File: src/rtl/fsm_out_gate.sv
// Key-protected output gate: forwards user_input only while OPEN, relocks
// automatically after a timeout, and enters a timed LOCKOUT after MAX_FAIL
// consecutive bad keys. The illegal encoding recovers to LOCKED.
module fsm_out_gate #(
    parameter int unsigned       DATA_W         = 3,
    parameter logic [DATA_W-1:0] KEY            = 3'b101,
    parameter int unsigned       OPEN_CYCLES    = 8,
    parameter int unsigned       MAX_FAIL       = 3,
    parameter int unsigned       LOCKOUT_CYCLES = 16
) (
    input  logic              clk,
    input  logic              rst,
    input  logic              in_valid,
    input  logic [DATA_W-1:0] user_input,
    input  logic              unlock_req,
    input  logic [DATA_W-1:0] key_in,
    output logic [DATA_W-1:0] out,
    output logic              out_valid,
    output logic [1:0]        state_o,
    output logic              lockout,
    output logic              err_illegal
);

    localparam int unsigned TIMER_MAX = (OPEN_CYCLES > LOCKOUT_CYCLES) ? OPEN_CYCLES
                                                                       : LOCKOUT_CYCLES;
    localparam int unsigned TIMER_W   = $clog2(TIMER_MAX + 1);
    localparam int unsigned FAIL_W    = $clog2(MAX_FAIL + 1);

    localparam logic [1:0] ST_LOCKED  = 2'b00;
    localparam logic [1:0] ST_OPEN    = 2'b01;
    localparam logic [1:0] ST_LOCKOUT = 2'b10;

    localparam logic [TIMER_W-1:0] OPEN_LOAD    = TIMER_W'(OPEN_CYCLES - 1);
    localparam logic [TIMER_W-1:0] LOCKOUT_LOAD = TIMER_W'(LOCKOUT_CYCLES - 1);
    localparam logic [TIMER_W-1:0] TIMER_ONE    = TIMER_W'(1);
    localparam logic [FAIL_W-1:0]  FAIL_ONE     = FAIL_W'(1);
    localparam logic [FAIL_W-1:0]  FAIL_LIMIT   = FAIL_W'(MAX_FAIL);

    logic [1:0]         state_q,       state_d;
    logic [TIMER_W-1:0] timer_q,       timer_d;
    logic [FAIL_W-1:0]  fail_cnt_q,    fail_cnt_d;
    logic [DATA_W-1:0]  out_q,         out_d;
    logic               out_valid_q,   out_valid_d;
    logic               err_illegal_q, err_illegal_d;

    logic               key_good;
    logic               key_bad;
    logic               timer_zero;
    logic [FAIL_W-1:0]  fail_inc;
    logic               fail_hit;

    // Key qualification and bad-key accounting shared by LOCKED and OPEN.
    always_comb begin
        key_good   = unlock_req && (key_in == KEY);
        key_bad    = unlock_req && (key_in != KEY);
        timer_zero = (timer_q == '0);
        fail_inc   = fail_cnt_q + FAIL_ONE;
        fail_hit   = (fail_inc == FAIL_LIMIT);
    end

    // Next-state, timer, fail counter and output data.
    always_comb begin
        state_d       = state_q;
        timer_d       = timer_q;
        fail_cnt_d    = fail_cnt_q;
        out_d         = out_q;
        out_valid_d   = 1'b0;
        err_illegal_d = 1'b0;

        case (state_q)
            ST_LOCKED: begin
                out_d = '0;
                if (key_good) begin
                    state_d    = ST_OPEN;
                    timer_d    = OPEN_LOAD;
                    fail_cnt_d = '0;
                end else if (key_bad) begin
                    if (fail_hit) begin
                        state_d    = ST_LOCKOUT;
                        timer_d    = LOCKOUT_LOAD;
                        fail_cnt_d = '0;
                    end else begin
                        fail_cnt_d = fail_inc;
                    end
                end
            end

            ST_OPEN: begin
                if (key_bad) begin
                    // Bad key relocks at once; any same-cycle data is dropped.
                    out_d = '0;
                    if (fail_hit) begin
                        state_d    = ST_LOCKOUT;
                        timer_d    = LOCKOUT_LOAD;
                        fail_cnt_d = '0;
                    end else begin
                        state_d    = ST_LOCKED;
                        timer_d    = '0;
                        fail_cnt_d = fail_inc;
                    end
                end else if (key_good) begin
                    // Extension: reload the window and still forward data.
                    timer_d    = OPEN_LOAD;
                    fail_cnt_d = '0;
                    if (in_valid) begin
                        out_d       = user_input;
                        out_valid_d = 1'b1;
                    end
                end else if (timer_zero) begin
                    // Last OPEN cycle: the gate closes and out returns to 0.
                    state_d = ST_LOCKED;
                    out_d   = '0;
                end else begin
                    timer_d = timer_q - TIMER_ONE;
                    if (in_valid) begin
                        out_d       = user_input;
                        out_valid_d = 1'b1;
                    end
                end
            end

            ST_LOCKOUT: begin
                out_d = '0;
                if (timer_zero) begin
                    state_d = ST_LOCKED;
                end else begin
                    timer_d = timer_q - TIMER_ONE;
                end
            end

            default: begin
                // Illegal encoding: recover to a clean LOCKED state.
                state_d       = ST_LOCKED;
                timer_d       = '0;
                fail_cnt_d    = '0;
                out_d         = '0;
                err_illegal_d = 1'b1;
            end
        endcase
    end

    // State and output registers with synchronous reset.
    always_ff @(posedge clk) begin
        if (rst) begin
            state_q       <= ST_LOCKED;
            timer_q       <= '0;
            fail_cnt_q    <= '0;
            out_q         <= '0;
            out_valid_q   <= 1'b0;
            err_illegal_q <= 1'b0;
        end else begin
            state_q       <= state_d;
            timer_q       <= timer_d;
            fail_cnt_q    <= fail_cnt_d;
            out_q         <= out_d;
            out_valid_q   <= out_valid_d;
            err_illegal_q <= err_illegal_d;
        end
    end

    // State visibility taken straight from the state register.
    assign state_o     = state_q;
    assign lockout     = (state_q == ST_LOCKOUT);
    assign out         = out_q;
    assign out_valid   = out_valid_q;
    assign err_illegal = err_illegal_q;

endmodule

File: config.mk
export PLATFORM = sky130hd
export DESIGN_NAME = fsm_out_gate
export DESIGN_NICKNAME = d
export VERILOG_FILES = /design/src/rtl/fsm_out_gate.sv
export SDC_FILE = /design/constraint.sdc
export NUM_CORES = 1
export LEC_CHECK = 0
export CAP_MARGIN = 40
export CORE_UTILIZATION = 52
export DETAILED_ROUTE_END_ITERATION = 7
export PLACE_DENSITY = 0.82
export SYNTH_ARGS = -nofsm -noshare
export SYNTH_HDL_FRONTEND = slang
export SYNTH_SLANG_ARGS = --single-unit
File: constraint.sdc
create_clock -name clk -period 2.6 [get_ports clk]
set_input_delay 0.52 -clock clk [delete_from_list [all_inputs] [get_ports clk]]
set_output_delay 0.52 -clock clk [all_outputs]
set_load 0.02 [all_outputs]
Word level (Yosys, flattened, before mapping). Index checks and enable logic that the tools add are counted.

$add $sub $neg: 2. Multipliers: 0. Divide/modulo/power cells: 0. $lt $le $gt $ge: 0. Equal/unequal tests: 9. Shifts and indexed selects: 0. Multiplexer cells: 29. Bitwise logic cells: 2. Reduce and logical (&&, ||, !) cells: 9.

Operators with widths (number): $mux W5 (6); $mux W2 (12); $ne A3 B3 Y1 const B (5); $pmux W5 S3 (1); $pmux W2 S3 (2); $mux W3 (3); $reduce_and A3 Y1 (2); $reduce_or A3 Y1 (2); $logic_not A5 Y1 (1); $sub A5 B1 Y5 const B (1); $eq A2 B2 Y1 const B (2); $mux W1 (4); $mux W4 (1); $eq A3 B3 Y1 const B (1); $add A2 B1 Y2 const B (1); $eq A2 B1 Y1 const B (1); $logic_and A1 B1 Y1 (2); $logic_not A2 Y1 (1); $not A1 Y1 (2); $reduce_and A2 Y1 (1).

Register bits after elaboration: 14. Bits in latches: 0. Memory bits (writable): 0. ROM bits: 0. Input bits: 10. Output and inout port bits: 8. Logic and storage cells: 57. Memories: 0.

Longest topological paths before layout. Gate-level depths: netlist of run 1.

Word-level depth: 6. Mapped depth: 7. Depth with buffers taken out: 6.

Worst setup path before layout of run 1. No wires, ideal clock.

Kind: register -> register. Start: register timer_q[0]. End: register timer_q[1]. Library setup time: 0.117 ns. Arrival time: 1.658 ns. Data required time: 2.483 ns. Path slack: 0.825 ns. Cell stages (with the launch flop): 8. Path buffers: 1. Period minus slack after synthesis: 1.775 ns. Cell sequence: dfxtp_1 -> inv_1 -> ha_1 -> or4b_4 -> buf_6 -> mux2i_1 -> a21o_1 -> a22o_1.

Word-level cells in the longest chain between the ends: 5. Elaborated cells between the ends (all ways): 6. Those cells by class: 1 x add/sub; 4 x mux; 1 x reduce/logical.

Ends and longest elaborated chain: start, declared (RTL line 40) `logic [TIMER_W-1:0] timer_q, timer_d;`; start signal, assigned (RTL line 153) `timer_q <= timer_d;`; $sub A5 B1 Y5 / $logic_not A5 Y1 (equally long branches) (RTL line 114, 127, 56); $mux W5 * (RTL line 109, 124); $mux W5 (RTL line 101) `end else if (key_good) begin`; $mux W5 (RTL line 89) `if (key_bad) begin`; $pmux W5 S3 * (RTL line 70) `case (state_q)`.

Every way passes the cells marked *; elsewhere a longest branch is shown, timed or not. A chain may end at the register's enable or synchronous reset.

Worst setup path in the final report of run 1.
Start: register state_q[1] (netlist: state_o[1]). End: output port lockout.

Word-level cells in the longest chain between the ends: 1.

Ends and longest elaborated chain: start, declared (RTL line 39) `logic [1:0] state_q, state_d;`; start signal, assigned (RTL line 152) `state_q <= state_d;`; $eq A2 B2 Y1 (RTL line 163) `assign lockout = (state_q == ST_LOCKOUT);`; end, declared (RTL line 20) `output logic lockout,`.

No other way between the ends.

==> flow_summary.yaml, run 1 <==
clock_tree:
  clock-sinks: 14
  cts_resized: 0
  cts_setup_buffers: 0
  cts_tree: "yes"
  clock_path_buffers: 2
  hold_buffers: 0
  cts_made_buffers: 3
  cts_max_level: 1
  clk_latency_ns: 0.28
  cts.clk_slew.worst_paths_ns: 0.08
  ctsRootBufferMaster: "clkbuf_4"
power_and_ir_drop:
  leakagePower_nw: 0.3902
  vdd_ir_drop_max_mv: 0.3251
  p_per_area_mw_per_mm2: 505.7
final_layout:
  multi_input_area_um2: 474.2
  fill_cells: 118
  ff_latch_area_um2: 280.3
  area_delta_synth_final_pct: 23.52
  post-route-util_pct: 72.62
  drive_gt1_share_pct: 5.310
  antenna_cells: 0
  finish.instance_area_um2: 992.2
  nets: 126
synthesis:
  yosysWarnings: 0
  synth_cell_types: 37
  synth.area.mux_share_pct: 4.984
  synth-edff-count: 0
  synth_top_area_share_pct: 34.89
  synth_xor_xnor_area_share_pct: 0
  synth_area_um2: 803.3
  synth_top_family_by_area: "simple AND/OR/NAND/NOR gates"
  synth_seq_cells: 14
  synth-adder-area-share_pct: 1.558
  yosys-top-cells-area: "dfxtp_1 (35%), mux2i_1 (5.0%), nor2_1 (4.2%)"
  async_flop_share_pct: 0
  syn_nets: 108
  ys_seq_area_share_pct: 34.89
  yosysTopAreaCell: "dfxtp_1"
  avgSynthCellArea_um2: 8.281
  synth_compound_area_share_pct: 21.96
  synth_flop_cell: "dfxtp_1"
  yosys.area_share.simple_pct: 30.53
  synth_cells: 97
place:
  portBuffers: 17
  place_area_um2: 969.7
  hpwl_um: 1356
  gp_congestion: 0.8845
  place_ws_ns: 0.4891
sta:
  tightest_slew_ns: 0.5242
  setup_slack_ns: 0.1381
  hold_viol: 0
  period_needed_ns: 2.462
  tns_ns: 0
  fmax_mhz: 406.2
  setup_violations: 0
  rsz0062_at_grt: "no"
  clock_skew_ns: 0.001035
  slew_viol_final: 0
  period_share_pct: 94.69
  slew-limit-headroom_pct: 65.00
run_status:
  status: "complete, no violations"
detailed_routing:
  via_per_inst: 6.289
  wl_per_cell_um: 14.75
  wl_um: 1888
  num_vias: 805
  ant_nets: 0
  drt-pass1-iter-count: 4
  drtIter0Drc: 45
  drc: 0
worst_setup_path:
  endpoint_kind: "output port"
  worst_r2r_path_depth: 6
  worstSetupPathType: "reg -> out"
  cp.arrival_ns: 1.94
  critPathRequiredTime_ns: 2.08
  start_kind: "flip-flop"
  cp_max_fo: 17
floorplanning:
  dieArea_mm2: 0.001706
  core_mm2: 0.001366
  die_w_um: 41.31
  start_util_pct: 58.79
  core.rowCount: 13
  io_pins: 18
  fp.dieH_um: 41.31
worst_hold_path:
  whs_path_depth: 2
  min-delay-path-class: "reg -> reg"
global_routing:
  grtUsageTotal_pct: 25.61
  grt_pass1_vias: 699
  overflow: 0
  grt_max_degree: 18
  antenna_found_initial: 0
  grt_pass1_wl_um: 2891
run:
  maxCapViolations: 0
[worst max-delay path, stage by stage (launching register included)]
cell and delay, ns:
dfxtp_1 0.66, nor2b_1 0.34, clkdlybuf4s50_1 0.66
[state kept, by name (all words and copies together), names as in the netlist]
register     cells
timer_q          5
out              3
fail_cnt_q       2
state_o          2
err_illegal      1
out_valid        1
[cells in the mapped netlist, types with 2 or more instances]
library cell / count
dfxtp_1: 14
nor2_1: 9
inv_1: 7
a21oi_1: 6
mux2i_1: 4
nand2_1: 4
nand2b_1: 4
nor2b_1: 4
nor3_1: 4
o21ai_0: 4
clkbuf_1: 3
nor4_1: 3
a21o_1: 2
a221oi_1: 2
and2_1: 2
nand4b_1: 2
o211ai_1: 2
or3_1: 2
[through the flow]
step	std cells	hold slack, ns	power (mW)
after detailed placement	125	0.4902	0.3788
final	128	0.5046	0.5017
after global routing	128	0.5307	0.5257
after floorplan	97	0.4717	0.3487
after CTS	128	0.5096	0.4997
after global placement	125	0.4707	0.3762
[final timing paths]
path	from	to	slack, ns
hold reg to reg	out[0]	out[0]	0.50
setup reg to reg	timer_q[0]	timer_q[1]	0.72
hold / removal	out[0]	out[0]	0.50
setup / recovery	state_o[1]	lockout	0.14
[power breakdown]
group,internal (mW),total (mW),switching (mW)
clock network,0.0537,0.122,0.0685
logic,0.0665,0.141,0.0742
registers,0.225,0.239,0.0139
[metal layers]
metal,vias up,GRT usage [%],part of all wire (%)
met2,56,39.45,42
met3,7,5.319,11
met4,0,13.71,1.6
met1,355,33.33,45
li1,387,-,-
met5,-,0,0
[logic make-up after synthesis]
| logic type | count (synthesis) |
|---|---|
| compound gates | 25 |
| buf+inv | 11 |
| simple gates | 42 |
| fa+ha+maj | 1 |
| flops | 14 |
| mux | 4 |
[cell type report]
type / count / area share, %
Multi-Input combinational cell: 72 / 47.79
Inverter: 7 / 2.648
Tap cell: 15 / 1.892
Sequential cell: 14 / 28.25
Timing Repair Buffer: 17 / 17.15
Clock buffer: 3 / 2.270
[placed cells by master, fill, tap and decap left out, drive strengths merged, types with 2 or more instances in the layout]
master,instances
nand2b,4
a221oi,2
a21oi,6
or3,2
and2,2
a21o,2
clkbuf,3
nor2,9
mux2i,4
o21ai,4
nor2b,4
nor3,4
nand2,4
dfxtp,14
clkdlybuf4s50,17
nor4,3
nand4b,2
inv,7
o211ai,3
Power figures use the tool's default switching activity.
==> inputs of run 2 (changes only) <==
--- a/config.mk
+++ b/config.mk
@@ -6,9 +6,9 @@
 export NUM_CORES = 1
 export LEC_CHECK = 0
 export CAP_MARGIN = 40
-export CORE_UTILIZATION = 52
+export CORE_UTILIZATION = 48
 export DETAILED_ROUTE_END_ITERATION = 7
-export PLACE_DENSITY = 0.82
+export PLACE_DENSITY = 0.77
 export SYNTH_ARGS = -nofsm -noshare
 export SYNTH_HDL_FRONTEND = slang
 export SYNTH_SLANG_ARGS = --single-unit
==> constraint.sdc (replaced) <==
create_clock -name clk -period 2.8 [get_ports clk]
set_input_delay 0.56 -clock clk [delete_from_list [all_inputs] [get_ports clk]]
set_output_delay 0.56 -clock clk [all_outputs]
set_load 0.02 [all_outputs]
==> run 2 against run 1 <==
Sequential share of layout area down 0.42 points. Non-clock buffer count unchanged. Global-route usage down 4.0 points. Highest routed layer unchanged.
==> flow_summary.yaml, run 2 (synthesis gave the netlist of run 1 again) <==
global_routing:
  busiest_layer: "met2"
  antenna_found_initial: 0
  use_met1_pct: 26.98
  grt_pass1_wl_um: 2946
  grtUsageMet3_pct: 3.404
  grt_util_met2_pct: 35.45
  grt_pass1_vias: 687
  grtUsageTotal_pct: 21.62
  overflow: 0
  grt_max_degree: 18
final_layout:
  drive_gt1_share_pct: 6.140
  nets: 126
  regMostFlops: "timer_q"
  fill_cells: 139
  final_cell_mix: "clkdlybuf4s50_1 (17), dfxtp_1 (14), nor2_1 (9), inv_1 (7), a21oi_1 (6)"
  multi_input_area_um2: 474.2
  finish.instance_area_mm2: 0.001007
  ff_latch_area_um2: 280.3
  antenna_cells: 0
  final_common_cell: "clkdlybuf4s50_1"
  largest_reg_flops: 5
  area_delta_synth_final_pct: 25.39
  fin_cells: 130
clock_tree:
  clock-sinks: 14
  cts.clk_slew.worst_paths_ns: 0.09
  cts_made_buffers: 3
  cts_tree: "yes"
  hold_buffers: 0
  cts_resized: 0
  cts_max_level: 1
  cts_setup_buffers: 0
  ctsRootBufferMaster: "clkbuf_4"
  clock_path_buffers: 2
  clk_latency_ns: 0.28
worst_setup_path:
  rr_startpoint: "timer_q[0]"
  critPathRequiredTime_ns: 2.24
  cp-startpoint: "state_o[1]"
  endpoint_kind: "output port"
  start_kind: "flip-flop"
  cpPeakStageDelay_ns: 0.67
  path_cells: "nor2b_1, clkdlybuf4s50_1"
  slowest_stage: "clkdlybuf4s50_1"
  cp.arrival_ns: 1.94
  cp_max_fo: 17
  worst_r2r_path_depth: 6
  worstSetupPathType: "reg -> out"
detailed_routing:
  drtIter0Drc: 15
  drt-pass1-iter-count: 4
  wl_per_cell_um: 13.66
  via_per_inst: 5.954
  wl_um: 1776
  ant_nets: 0
  num_vias: 774
  drc: 0
sta:
  slew-limit-headroom_pct: 66.88
  fmax_mhz: 399.5
  hold_viol: 0
  tns_ns: 0
  rsz0062_at_grt: "no"
  slew_viol_final: 0
  tightest_slew_ns: 0.4961
  period_needed_ns: 2.503
  clock_skew_ns: 0.007125
  setup_violations: 0
  setup_slack_ns: 0.2969
  period_share_pct: 89.40
place:
  dp_cells: 126
  place_ws_ns: 0.6514
  portBuffers: 17
  hpwl_um: 1327
  gp_congestion: 0.9148
  place_area_um2: 970.9
worst_hold_path:
  min-delay-path-class: "reg -> reg"
  min_from: "out[2]"
  whs_path_depth: 2
run:
  maxCapViolations: 0
floorplanning:
  die_w_um: 42.91
  start_util_pct: 52.11
  dieArea_mm2: 0.001841
  core.rowCount: 14
  core_mm2: 0.001541
  fp.dieH_um: 42.91
  io_pins: 18
run_status:
  status: "complete, no violations"
power_and_ir_drop:
  p_per_area_mw_per_mm2: 489.3
  leakagePower_nw: 0.3974
  vdd_ir_drop_max_mv: 0.4520
-- run 2: path summary, 6_finish.rpt --
check                to  slack [ns]
min reg2reg      out[2]        0.50
max reg2reg  timer_q[1]        0.92
min              out[2]        0.50
max             lockout        0.30
-- run 2: layer usage --
metal / vias to the layer above / part of all wire [%]
li1: 385 / -
met1: 354 / 46
met2: 30 / 47
met3: 5 / 5.0
met4: 0 / 2.1
met5: - / 0
-- run 2: final cells by class --
| type | count | area share, % |
|---|---|---|
| well taps | 16 | 1.988 |
| repair buffers | 17 | 16.89 |
| flip-flops and latches | 14 | 27.83 |
| inverters | 7 | 2.609 |
| clock buffers | 4 | 3.602 |
| multi-input cells | 72 | 47.08 |
-- run 2: per-stage QoR --
stage / utilization (%) / hold slack [ns] / power [mW]
2_1_floorplan: - / 0.4717 / 0.3238
3_3_place_gp: 62.99 / 0.4712 / 0.3491
3_5_place_dp: 62.99 / 0.4820 / 0.3492
4_1_cts: 65.34 / 0.5042 / 0.4964
5_1_grt: 65.34 / 0.5219 / 0.5202
6_report: 65.34 / 0.4955 / 0.4928
-- run 2: report_power, final --
part	switching [mW]	internal, mW	leakage (nW)
registers	0.0126	0.209	0.114
clock network	0.0669	0.0792	0.0210
logic	0.0638	0.0614	0.263
total	0.143	0.350	0.397
-- run 2: critical path: cells and delay by family, from the launching register on --
family / cells / cell delay (ns)
AND/OR/NAND/NOR: 1 / 0.35
flip-flops: 1 / 0.64
buffers and inverters: 1 / 0.67
